**config.mk**
```make
export PLATFORM = sky130hd
export DESIGN_NAME = data_dist
export DESIGN_NICKNAME = d
export VERILOG_FILES = /design/src/rtl/data_dist.sv
export SDC_FILE = /design/constraint.sdc
export NUM_CORES = 1
export LEC_CHECK = 0
export ABC_AREA = 1
export CORE_MARGIN = 5
export CORE_UTILIZATION = 35
export CTS_CLUSTER_DIAMETER = 150
export DETAILED_ROUTE_END_ITERATION = 12
export PLACE_DENSITY = 0.73
export SLEW_MARGIN = 20
export SYNTH_ARGS = -nofsm -noshare
export SYNTH_HDL_FRONTEND = slang
export SYNTH_SLANG_ARGS = --single-unit
```
**constraint.sdc**
```tcl
create_clock -name clk -period 1.7 [get_ports clk]
set_clock_uncertainty 0.05 [all_clocks]
set_input_delay 0.17 -clock clk [delete_from_list [all_inputs] [get_ports clk]]
set_output_delay 0.17 -clock clk [all_outputs]
set_load 0.02 [all_outputs]
```
**src/rtl/data_dist.sv**
```systemverilog
`default_nettype none
// ============================================================================
// Module   : data_dist
// Purpose  : 1-to-4 demultiplexer, one registered single-entry buffer and one
//            saturating accepted-word counter per channel. Defining the macro
//            DATA_DIST_BCAST_EN adds the bcast input (load all four channels).
// Revision : 1.0 - initial release
// ============================================================================
module data_dist #(
    parameter int WIDTH = 8,
    parameter int CNT_W = 8
) (
    input  logic               clk,
    input  logic               rst,
    input  logic               in_valid,
    output logic               in_ready,
    input  logic [1:0]         in_sel,
    input  logic [WIDTH-1:0]   in_data,
`ifdef DATA_DIST_BCAST_EN
    input  logic               bcast,
`endif
    output logic [3:0]         out_valid,
    input  logic [3:0]         out_ready,
    output logic [4*WIDTH-1:0] out_data,
    output logic [4*CNT_W-1:0] out_cnt
);

    localparam logic [CNT_W-1:0] c_cnt_max = {CNT_W{1'b1}};

    logic       w_bcast;
    logic [3:0] w_free;
    logic       w_xfer;

`ifdef DATA_DIST_BCAST_EN
    assign w_bcast = bcast;
`else
    assign w_bcast = 1'b0;
`endif

    // Readiness never looks at in_valid, so upstream may wait on it safely.
    always_comb begin
        in_ready = 1'b0;
        if (!rst) begin
            if (w_bcast) begin
                in_ready = &w_free;
            end else begin
                in_ready = w_free[in_sel];
            end
        end
    end

    assign w_xfer = in_valid && in_ready;

    for (genvar k = 0; k < 4; k++) begin : g_chan
        localparam logic [1:0] c_idx = 2'(k);

        logic             w_load;
        logic             valid_d;
        logic             valid_q;
        logic [WIDTH-1:0] data_d;
        logic [WIDTH-1:0] data_q;
        logic [CNT_W-1:0] cnt_d;
        logic [CNT_W-1:0] cnt_q;

        assign w_free[k] = !valid_q || out_ready[k];

        // A load in the same cycle as a drain refills the slot without a bubble.
        always_comb begin
            w_load  = w_xfer && (w_bcast || (in_sel == c_idx));
            valid_d = w_load || (valid_q && !out_ready[k]);
            data_d  = data_q;
            cnt_d   = cnt_q;
            if (w_load) begin
                data_d = in_data;
                if (cnt_q != c_cnt_max) begin
                    cnt_d = cnt_q + 1'b1;
                end
            end
        end

        always_ff @(posedge clk) begin
            if (rst) begin
                valid_q <= 1'b0;
                data_q  <= '0;
                cnt_q   <= '0;
            end else begin
                valid_q <= valid_d;
                data_q  <= data_d;
                cnt_q   <= cnt_d;
            end
        end

        assign out_valid[k]               = valid_q;
        assign out_data[k*WIDTH +: WIDTH] = data_q;
        assign out_cnt[k*CNT_W +: CNT_W]  = cnt_q;
    end

endmodule
`default_nettype wire

```
# After elaboration in Yosys (flattened, before gate mapping)
# Index checks and enable logic that the tools add are counted.
totals:
  out_inout_bits: 69
  regBits: 68
  inputBits: 17
  romBits: 0
  word_cells: 57
  mem_count: 0
  latchBits: 0
  ram_bits: 0
classes:
  n_mux: 3
  mul: 0
  n_eq_ne: 7
  n_lt_le_gt_ge: 1
  n_reduce_logical: 30
  shifts: 0
  add_sub_neg: 4
  div: 0
  bitwise_logic: 0
op_table:
  columns: ["cell", "count"]
  rows:
  - ["8-bit by 1-bit adder with 8-bit output, second input constant", 4]
  - ["8-bit inequality test, second input constant", 4]
  - ["1-bit logical AND", 9]
  - ["1-bit zero test", 8]
  - ["1-bit logical OR", 8]
  - ["2-bit AND reduction", 4]
  - ["2-bit == test, second input constant", 2]
  - ["2-bit by 3-bit < comparator with 1-bit output, second input constant", 1]
  - ["1-bit binary-select mux with 2-bit select", 1]
  - ["2-bit by 1-bit == test with 1-bit output, second input constant", 1]
  - ["2-bit zero test", 1]
  - ["1-bit two-way mux", 2]

# Depth between registers and ports, before layout
# Gate-level depths: netlist of the first run.
depth:
  depth_word: 8
  mapped_depth: 10
  mapped_depth_nobuf: 10

# Worst setup path after synthesis of the first run
# No wires, ideal clock.
synth_path:
  kind: "register -> register"
  start: "register g_chan[0].cnt_q[1]"
  end: "register g_chan[0].cnt_q[2]"
  t_arrival_ns: 1.515
  path_stages_with_launch: 8
  path_slack_ns: 0.064
  period_less_slack_ns: 1.636
  required_ns: 1.580
  setup_time_ns: 0.070
  n_path_buf: 0
  cell_sequence: "dfxtp_1 -> ha_1 -> nand3_1 -> nor2_1 -> nand2_1 -> nand4_1 -> nand2_1 -> a21oi_1"
synth_via:
  elab_chain_cells: 2
  word_cells_on_any_way: 3
  cone_classes: "add/sub (1); eq/ne (1); reduce/logical (1)"
synth_lines:
  columns: ["item", "line_no", "source"]
  rows:
  - ["start, declared", "63", "logic [CNT_W-1:0] cnt_q;"]
  - ["start signal, assigned", "89", "cnt_q <= cnt_d;"]
  - ["branches (longest 2 deep; another with 8-bit by 1-bit adder with 8-bit output)", null, null]
# Several ways; the timed one is not identified.
# A chain may end at the register's enable or synchronous reset.

# Worst setup path in the final report of the first run
layout_path:
  start: "register g_chan[0].cnt_q[3]"
  end: "output port out_cnt[3]"
layout_rtl:
  columns: ["item", "line_no", "source"]
  rows:
  - ["end, declared", "25", "output logic [4*CNT_W-1:0] out_cnt"]
# No word-level cell between the ends.

==> results of run 1 <==
## metal layers
metal  up-vias  wire (um)  global-route usage
met5         -          0                   0
met4         0        167              0.0584
met3        18        659              0.0395
met2       125       4960               0.282
met1      1513       4300               0.221
li1       1660          -                   -
## power by group through the flow
stage                     combinational [mW]  clock [mW]  sequential (mW)
after floorplan                        0.133           0             1.69
after global placement                 0.343           0             1.67
after detailed placement               0.347           0             1.67
after CTS                              0.346        1.39             1.63
after global routing                   0.421        1.47             1.64
final                                  0.393        1.35             1.63
## area by class of cell
class                      count  area (sq um)
inverter                      38           143
sequential                    68          1370
tap                          108           135
timing repair buffer         123          1270
fill                         812          4040
clock inverter                 5          61.3
clock buffer                  11           141
multi-input combinational    309          1600
## how the worst min path moves through the flow
| stage | endpoint | startpoint | slack [ns] | depth (start not counted) |
|---|---|---|---|---|
| after global placement | g_chan[2].data_q[1] | g_chan[2].data_q[1] | 0.40 | 2 |
| final | g_chan[0].valid_q | rst | 0.23 | 4 |
| after detailed placement | g_chan[2].data_q[1] | g_chan[2].data_q[1] | 0.40 | 2 |
| after global routing | g_chan[0].valid_q | rst | 0.25 | 4 |
| after floorplan | g_chan[0].data_q[0] | in_data[0] | 0.25 | 2 |
| after CTS | g_chan[0].valid_q | rst | 0.21 | 4 |
## sequential cells by signal (all words and copies together) (netlist names)
| register | count |
|---|---|
| g_chan.cnt_q | 32 |
| g_chan.data_q | 32 |
| g_chan.valid_q | 4 |
## kinds of logic after synthesis
group / after synthesis / share of synthesized area
and+or+nand+nor: 223 / 0.324
DFF: 68 / 0.431
AOI/OAI and AO/OA: 66 / 0.105
buffers and inverters: 59 / 0.0793
xor gates and xnor gates: 16 / 0.0444
adders and majority gates: 4 / 0.0159
## per-stage QoR
stage / utilization / instance area, sq um
after detailed placement: 0.492 / 4310
after global routing: 0.539 / 4720
after global placement: 0.492 / 4310
after floorplan: - / 3160
final: 0.539 / 4720
after CTS: 0.515 / 4510
## what timing repair did
| item | in CTS | in global routing |
|---|---|---|
| pin swaps | 0 | 8 |
| gates cloned | 0 | 4 |
| resized for setup | 5 | 27 |
| setup buffers | 0 | 4 |
| setup endpoints to repair | 4 | 60 |
| hold buffers | 0 | 0 |
## Yosys cell counts
master / count
nor3_1: 3
xor2_1: 14
a21oi_1: 53
nor2_4: 3
ha_1: 4
o21ai_0: 11
buf_4: 7
nor3_2: 1
xnor2_1: 2
nor2_1: 42
nor2_2: 1
nand4_1: 19
nand2_1: 100
nand2_2: 3
nand3_1: 45
buf_2: 2
clkbuf_1: 12
inv_1: 34
o21ai_1: 1
o21a_1: 1
dfxtp_1: 68
inv_2: 4
nand4_2: 3
nor3b_1: 3
==> flow_metrics.env, run 1 <==
export IMPL_yosys_register_bits=68
export IMPL_critPathCapture="out_cnt[3]"
export IMPL_hp_class="in2reg"
export IMPL_synth_cell_types=24
export IMPL_synth_area_top_cells="dfxtp_1 43%, nand2_1 12%, a21oi_1 8.4%, nand3_1 7.1%, nor2_1 5.0%"
export IMPL_syn_area_per_cell_sq_um=7.24
export IMPL_finalHoldViolCount=0
export IMPL_combPwrFrac=0.116
export IMPL_die_x_um=105
export IMPL_rows=34
export IMPL_status="finished clean"
export IMPL_viasPerCell=5.01
export IMPL_cap_violations=0
export IMPL_swShare=0.255
export IMPL_grt_use_total=0.172
export IMPL_r2r_slack_ns=0.03
export IMPL_dr_total_vias=3316
export IMPL_synth_seq_area_share=0.431
export IMPL_start_util=0.360
export IMPL_drive_gt1_frac=0.155
export IMPL_pwr_share_seq=0.483
export IMPL_critPathLaunch="g_chan[0].cnt_q[3]"
export IMPL_globalRouteOverflowTotal=0
export IMPL_rr_worst_depth=10
export IMPL_synth_top_area_cell="dfxtp_1"
export IMPL_internal_power_mw=2.52
export IMPL_criticalPathCategory="reg2out"
export IMPL_period_minus_slack_ns=1.67
export IMPL_netlist_area_sq_um=3160
export IMPL_synthCells=436
export IMPL_pre_cts_ws_ns=-0.369
export IMPL_worst_path_buf_inv=1
export IMPL_synth_top_area_frac=0.431
export IMPL_relSlewSlack=0.609
export IMPL_report_final_slew_viol_count=0
export IMPL_critPathCaptureType="output port"
export IMPL_cts_buffer_depth=2
export IMPL_drc=0
export IMPL_p_leak_nw=1.83
export IMPL_clk_latency_ns=0.34
export IMPL_switchingPower_mw=0.864
export IMPL_worstSetupStartpointType="flop"
export IMPL_slowest_delay_ns=0.65
export IMPL_finalSetupViolations=0
export IMPL_tns_ns=0
export IMPL_r2r_end="g_chan[2].cnt_q[6]"
export IMPL_cts_sinks=68
export IMPL_hold_ws_ns=0.226
export IMPL_crit_slowest_cell="clkdlybuf4s50_1"
export IMPL_layout_commonest_cell="nand2_1"
export IMPL_dr_pass1_iters=5
export IMPL_totalWireLength_um=10100
export IMPL_dieArea_sq_um=11000
export IMPL_worst_pin_slew_ns=0.586
export IMPL_cts_made_buffers=9
export IMPL_period_share=0.985
export IMPL_htreeDepth=3
export IMPL_die_height_um=105
export IMPL_antenna_found_initial=0
export IMPL_cts_tree="done"
export IMPL_power_mw=3.38
export IMPL_syn_to_final_growth_pct=49.7
export IMPL_p_per_area_nw_per_um2=716
export IMPL_core_area_sq_um=8760
export IMPL_crit_family="buffers and inverters"
export IMPL_grt_max_degree=53
export IMPL_final_cell_mix="97 x nand2_1, 78 x clkdlybuf4s50_1, 64 x dfxtp_1"
export IMPL_pin_count=86
export IMPL_grt_pass1_vias=3150
export IMPL_layout_cells_non_filler=662
export IMPL_drt_iter0_drc=261
export IMPL_post_place_cells=638
export IMPL_r2r_start="g_chan[0].valid_q"
export IMPL_yosysWarnings=0
export IMPL_layout_nets=570
export IMPL_root_buffer="clkbuf_8"
export IMPL_syn_nets=457
export IMPL_cts_clk_slew_worst_paths_ns=0.08
export IMPL_place_gp_congestion=0.842
export IMPL_worst_path_stages=1
export IMPL_layout_setup_ws_ns=0.0256
export IMPL_timing_fmax_mhz=597
export IMPL_insertedDiodeCount=0
export IMPL_cp_max_fo=5
export IMPL_rsz0062_at_grt="yes"
export IMPL_wire_per_inst_um=15.2
export IMPL_cp_data_required_time_ns=1.48
export IMPL_crit_chain="clkdlybuf4s50_1"
export IMPL_clock_power_share=0.401
export IMPL_cp_arrival_ns=1.45
export IMPL_portBuffers=85
export IMPL_antenna_left=0
export IMPL_grt_pass1_wl_um=15600
export IMPL_dpl_hpwl_um=7070
export IMPL_peakVddDrop_mv=0.380
Note: power is estimated with default switching activity, not from simulation.
==> run 2: changes to the inputs <==
--- a/config.mk
+++ b/config.mk
@@ -6,11 +6,13 @@
 export NUM_CORES = 1
 export LEC_CHECK = 0
 export ABC_AREA = 1
+export CELL_PAD_IN_SITES_DETAIL_PLACEMENT = 2
+export CELL_PAD_IN_SITES_GLOBAL_PLACEMENT = 2
 export CORE_MARGIN = 5
-export CORE_UTILIZATION = 35
-export CTS_CLUSTER_DIAMETER = 150
+export CORE_UTILIZATION = 26
+export CTS_CLUSTER_DIAMETER = 120
 export DETAILED_ROUTE_END_ITERATION = 12
-export PLACE_DENSITY = 0.73
+export PLACE_DENSITY = 0.91
 export SLEW_MARGIN = 20
 export SYNTH_ARGS = -nofsm -noshare
 export SYNTH_HDL_FRONTEND = slang
==> run 2 against run 1 <==
Compared with the run above: the run now ends with setup timing left; design area is 7.5% higher; maximum frequency is 7.2% lower; flip-flop and latch count stayed put; first-iteration DRC count is 46% lower; global-route usage is 2.0 points higher; die area is 31% higher; clock power is 61% higher; non-clock buffer count is 5 higher; register-to-register slack worse by 0.13 ns; worst setup slack worse by 0.13 ns; sequential share of layout area is 2.0 points lower; power is 26% higher; largest power group is now clock.
==> flow_metrics.env, run 2 (synthesis results as in run 1) <==
export IMPL_cp_arrival_ns=2.01
export IMPL_critPathLaunch="g_chan[2].valid_q"
export IMPL_cts_sinks=68
export IMPL_cts_tree="done"
export IMPL_r2r_start="g_chan[2].valid_q"
export IMPL_insertedDiodeCount=0
export IMPL_r2r_slack_ns=-0.10
export IMPL_grt_pass1_wl_um=21800
export IMPL_fillCellCount=1319
export IMPL_period_minus_slack_ns=1.80
export IMPL_htreeDepth=3
export IMPL_core_area_sq_um=12000
export IMPL_final_util=0.424
export IMPL_totalWireLength_um=15800
export IMPL_layout_setup_ws_ns=-0.104
export IMPL_top_regs="g_chan.cnt_q x32, g_chan.data_q x32, g_chan.valid_q x4"
export IMPL_die_height_um=120
export IMPL_violations="setup timing"
export IMPL_dr_pass1_iters=4
export IMPL_period_share=1.06
export IMPL_cts_made_buffers=9
export IMPL_globalRouteOverflowTotal=0
export IMPL_status="finished with violations"
export IMPL_dr_total_vias=3650
export IMPL_grt_use_total=0.192
export IMPL_place_gp_congestion=0.814
export IMPL_critPathCaptureType="flop"
export IMPL_p_leak_nw=1.95
export IMPL_cts_clk_slew_worst_paths_ns=0.07
export IMPL_dpl_hpwl_um=9700
export IMPL_syn_to_final_growth_pct=60.9
export IMPL_antenna_found_initial=0
export IMPL_worstSetupStartpointType="flop"
export IMPL_antenna_left=0
export IMPL_worst_pin_slew_ns=0.658
export IMPL_wire_per_inst_um=22.3
export IMPL_final_cell_mix="94 x nand2_1, 77 x clkdlybuf4s50_1, 63 x dfxtp_1"
export IMPL_peakVddDrop_mv=0.483
export IMPL_multiInputGateArea_sq_um=1710
export IMPL_power_mw=4.28
export IMPL_layout_nets=575
export IMPL_root_buffer="clkbuf_16"
export IMPL_rows=40
export IMPL_die_x_um=120
export IMPL_cp_max_fo=7
export IMPL_finalSetupViolations=18
export IMPL_portBuffers=85
export IMPL_rsz0062_at_grt="yes"
export IMPL_layout_commonest_cell="nand2_1"
export IMPL_hp_class="in2reg"
export IMPL_grt_max_degree=53
export IMPL_place_area_sq_um=4380
export IMPL_pin_count=86
export IMPL_p_per_area_nw_per_um2=843
export IMPL_min_delay_start="out_ready[2]"
export IMPL_report_final_slew_viol_count=0
export IMPL_start_util=0.264
export IMPL_drive_gt1_frac=0.209
export IMPL_dieArea_sq_um=14400
export IMPL_hold_buffers=0
export IMPL_seq_area_sq_um=1370
export IMPL_clk_latency_ns=0.35
export IMPL_viasPerCell=5.17
export IMPL_cap_violations=0
export IMPL_cp_data_required_time_ns=1.90
export IMPL_grt_pass1_vias=3950
export IMPL_drt_iter0_drc=141
export IMPL_drc=0
export IMPL_criticalPathCategory="reg2reg"
export IMPL_relSlewSlack=0.561
export IMPL_timing_fmax_mhz=554
export IMPL_cts_buffer_depth=2
export IMPL_finalHoldViolCount=0
export IMPL_fin_area_sq_um=5080
## run 2: worst max-delay path, cell delays in order (launching register included)
cell       delay (ns)
dfxtp_2          0.34
inv_2            0.05
nor2_2           0.04
nand2_2          0.09
nand3_2          0.10
buf_6            0.13
nor3_4           0.16
buf_6            0.15
clkbuf_16        0.17
buf_12           0.12
nand3_1          0.07
a21oi_1          0.25
## run 2: stage by stage
step,TNS [ns],cells,hold WS (ns),setup slack [ns]
after global routing,-4.98,706,0.274,-0.237
after CTS,-0.0165,697,0.251,-0.0165
after floorplan,0,436,0.255,0.0641
final,-0.632,706,0.242,-0.104
after global placement,-18.18,680,0.401,-0.336
after detailed placement,-27.06,680,0.410,-0.468
## run 2: cell type report
type	instances	area share
Inverter	38	0.0281
Timing Repair Buffer	128	0.262
Multi-Input combinational cell	309	0.338
Sequential cell	68	0.269
Tap cell	147	0.0362
Clock buffer	11	0.0498
Clock inverter	5	0.0165
## run 2: what timing repair did
action,4_1_cts,5_1_grt
setup buffers,1,4
pin swaps,3,23
setup endpoints to repair,70,62
hold endpoints to repair,0,0
gates cloned,0,5
gates resized for setup,19,49
## run 2: worst paths after layout
path                          to  depth (start not counted)
max reg2reg  g_chan[1].data_q[2]                         11
min            g_chan[2].valid_q                          4
max          g_chan[1].data_q[2]                         11
min reg2reg   g_chan[0].cnt_q[0]                          2
## run 2: layer usage
| layer | vias to the layer above | GRT usage | wire [um] |
|---|---|---|---|
| li1 | 1673 | - | - |
| met1 | 1830 | 0.222 | 6290 |
| met2 | 113 | 0.354 | 8160 |
| met3 | 34 | 0.0339 | 758 |
| met4 | 0 | 0.0630 | 533 |
| met5 | - | 0 | 0 |
## run 2: where the power goes
| group | switching, mW | internal [mW] |
|---|---|---|
| clock network | 0.815 | 1.37 |
| registers | 0.0214 | 1.62 |
| logic | 0.260 | 0.194 |
| total | 1.10 | 3.18 |
==> run 3: changes to the inputs <==
--- a/config.mk
+++ b/config.mk
@@ -6,6 +6,7 @@
 export NUM_CORES = 1
 export LEC_CHECK = 0
 export ABC_AREA = 1
+export ABC_CLOCK_PERIOD_IN_PS = 1700
 export CELL_PAD_IN_SITES_DETAIL_PLACEMENT = 2
 export CELL_PAD_IN_SITES_GLOBAL_PLACEMENT = 2
 export CORE_MARGIN = 5
==> results of run 3 <==
Final layout, timing and power as in run 2 (identical DEF).
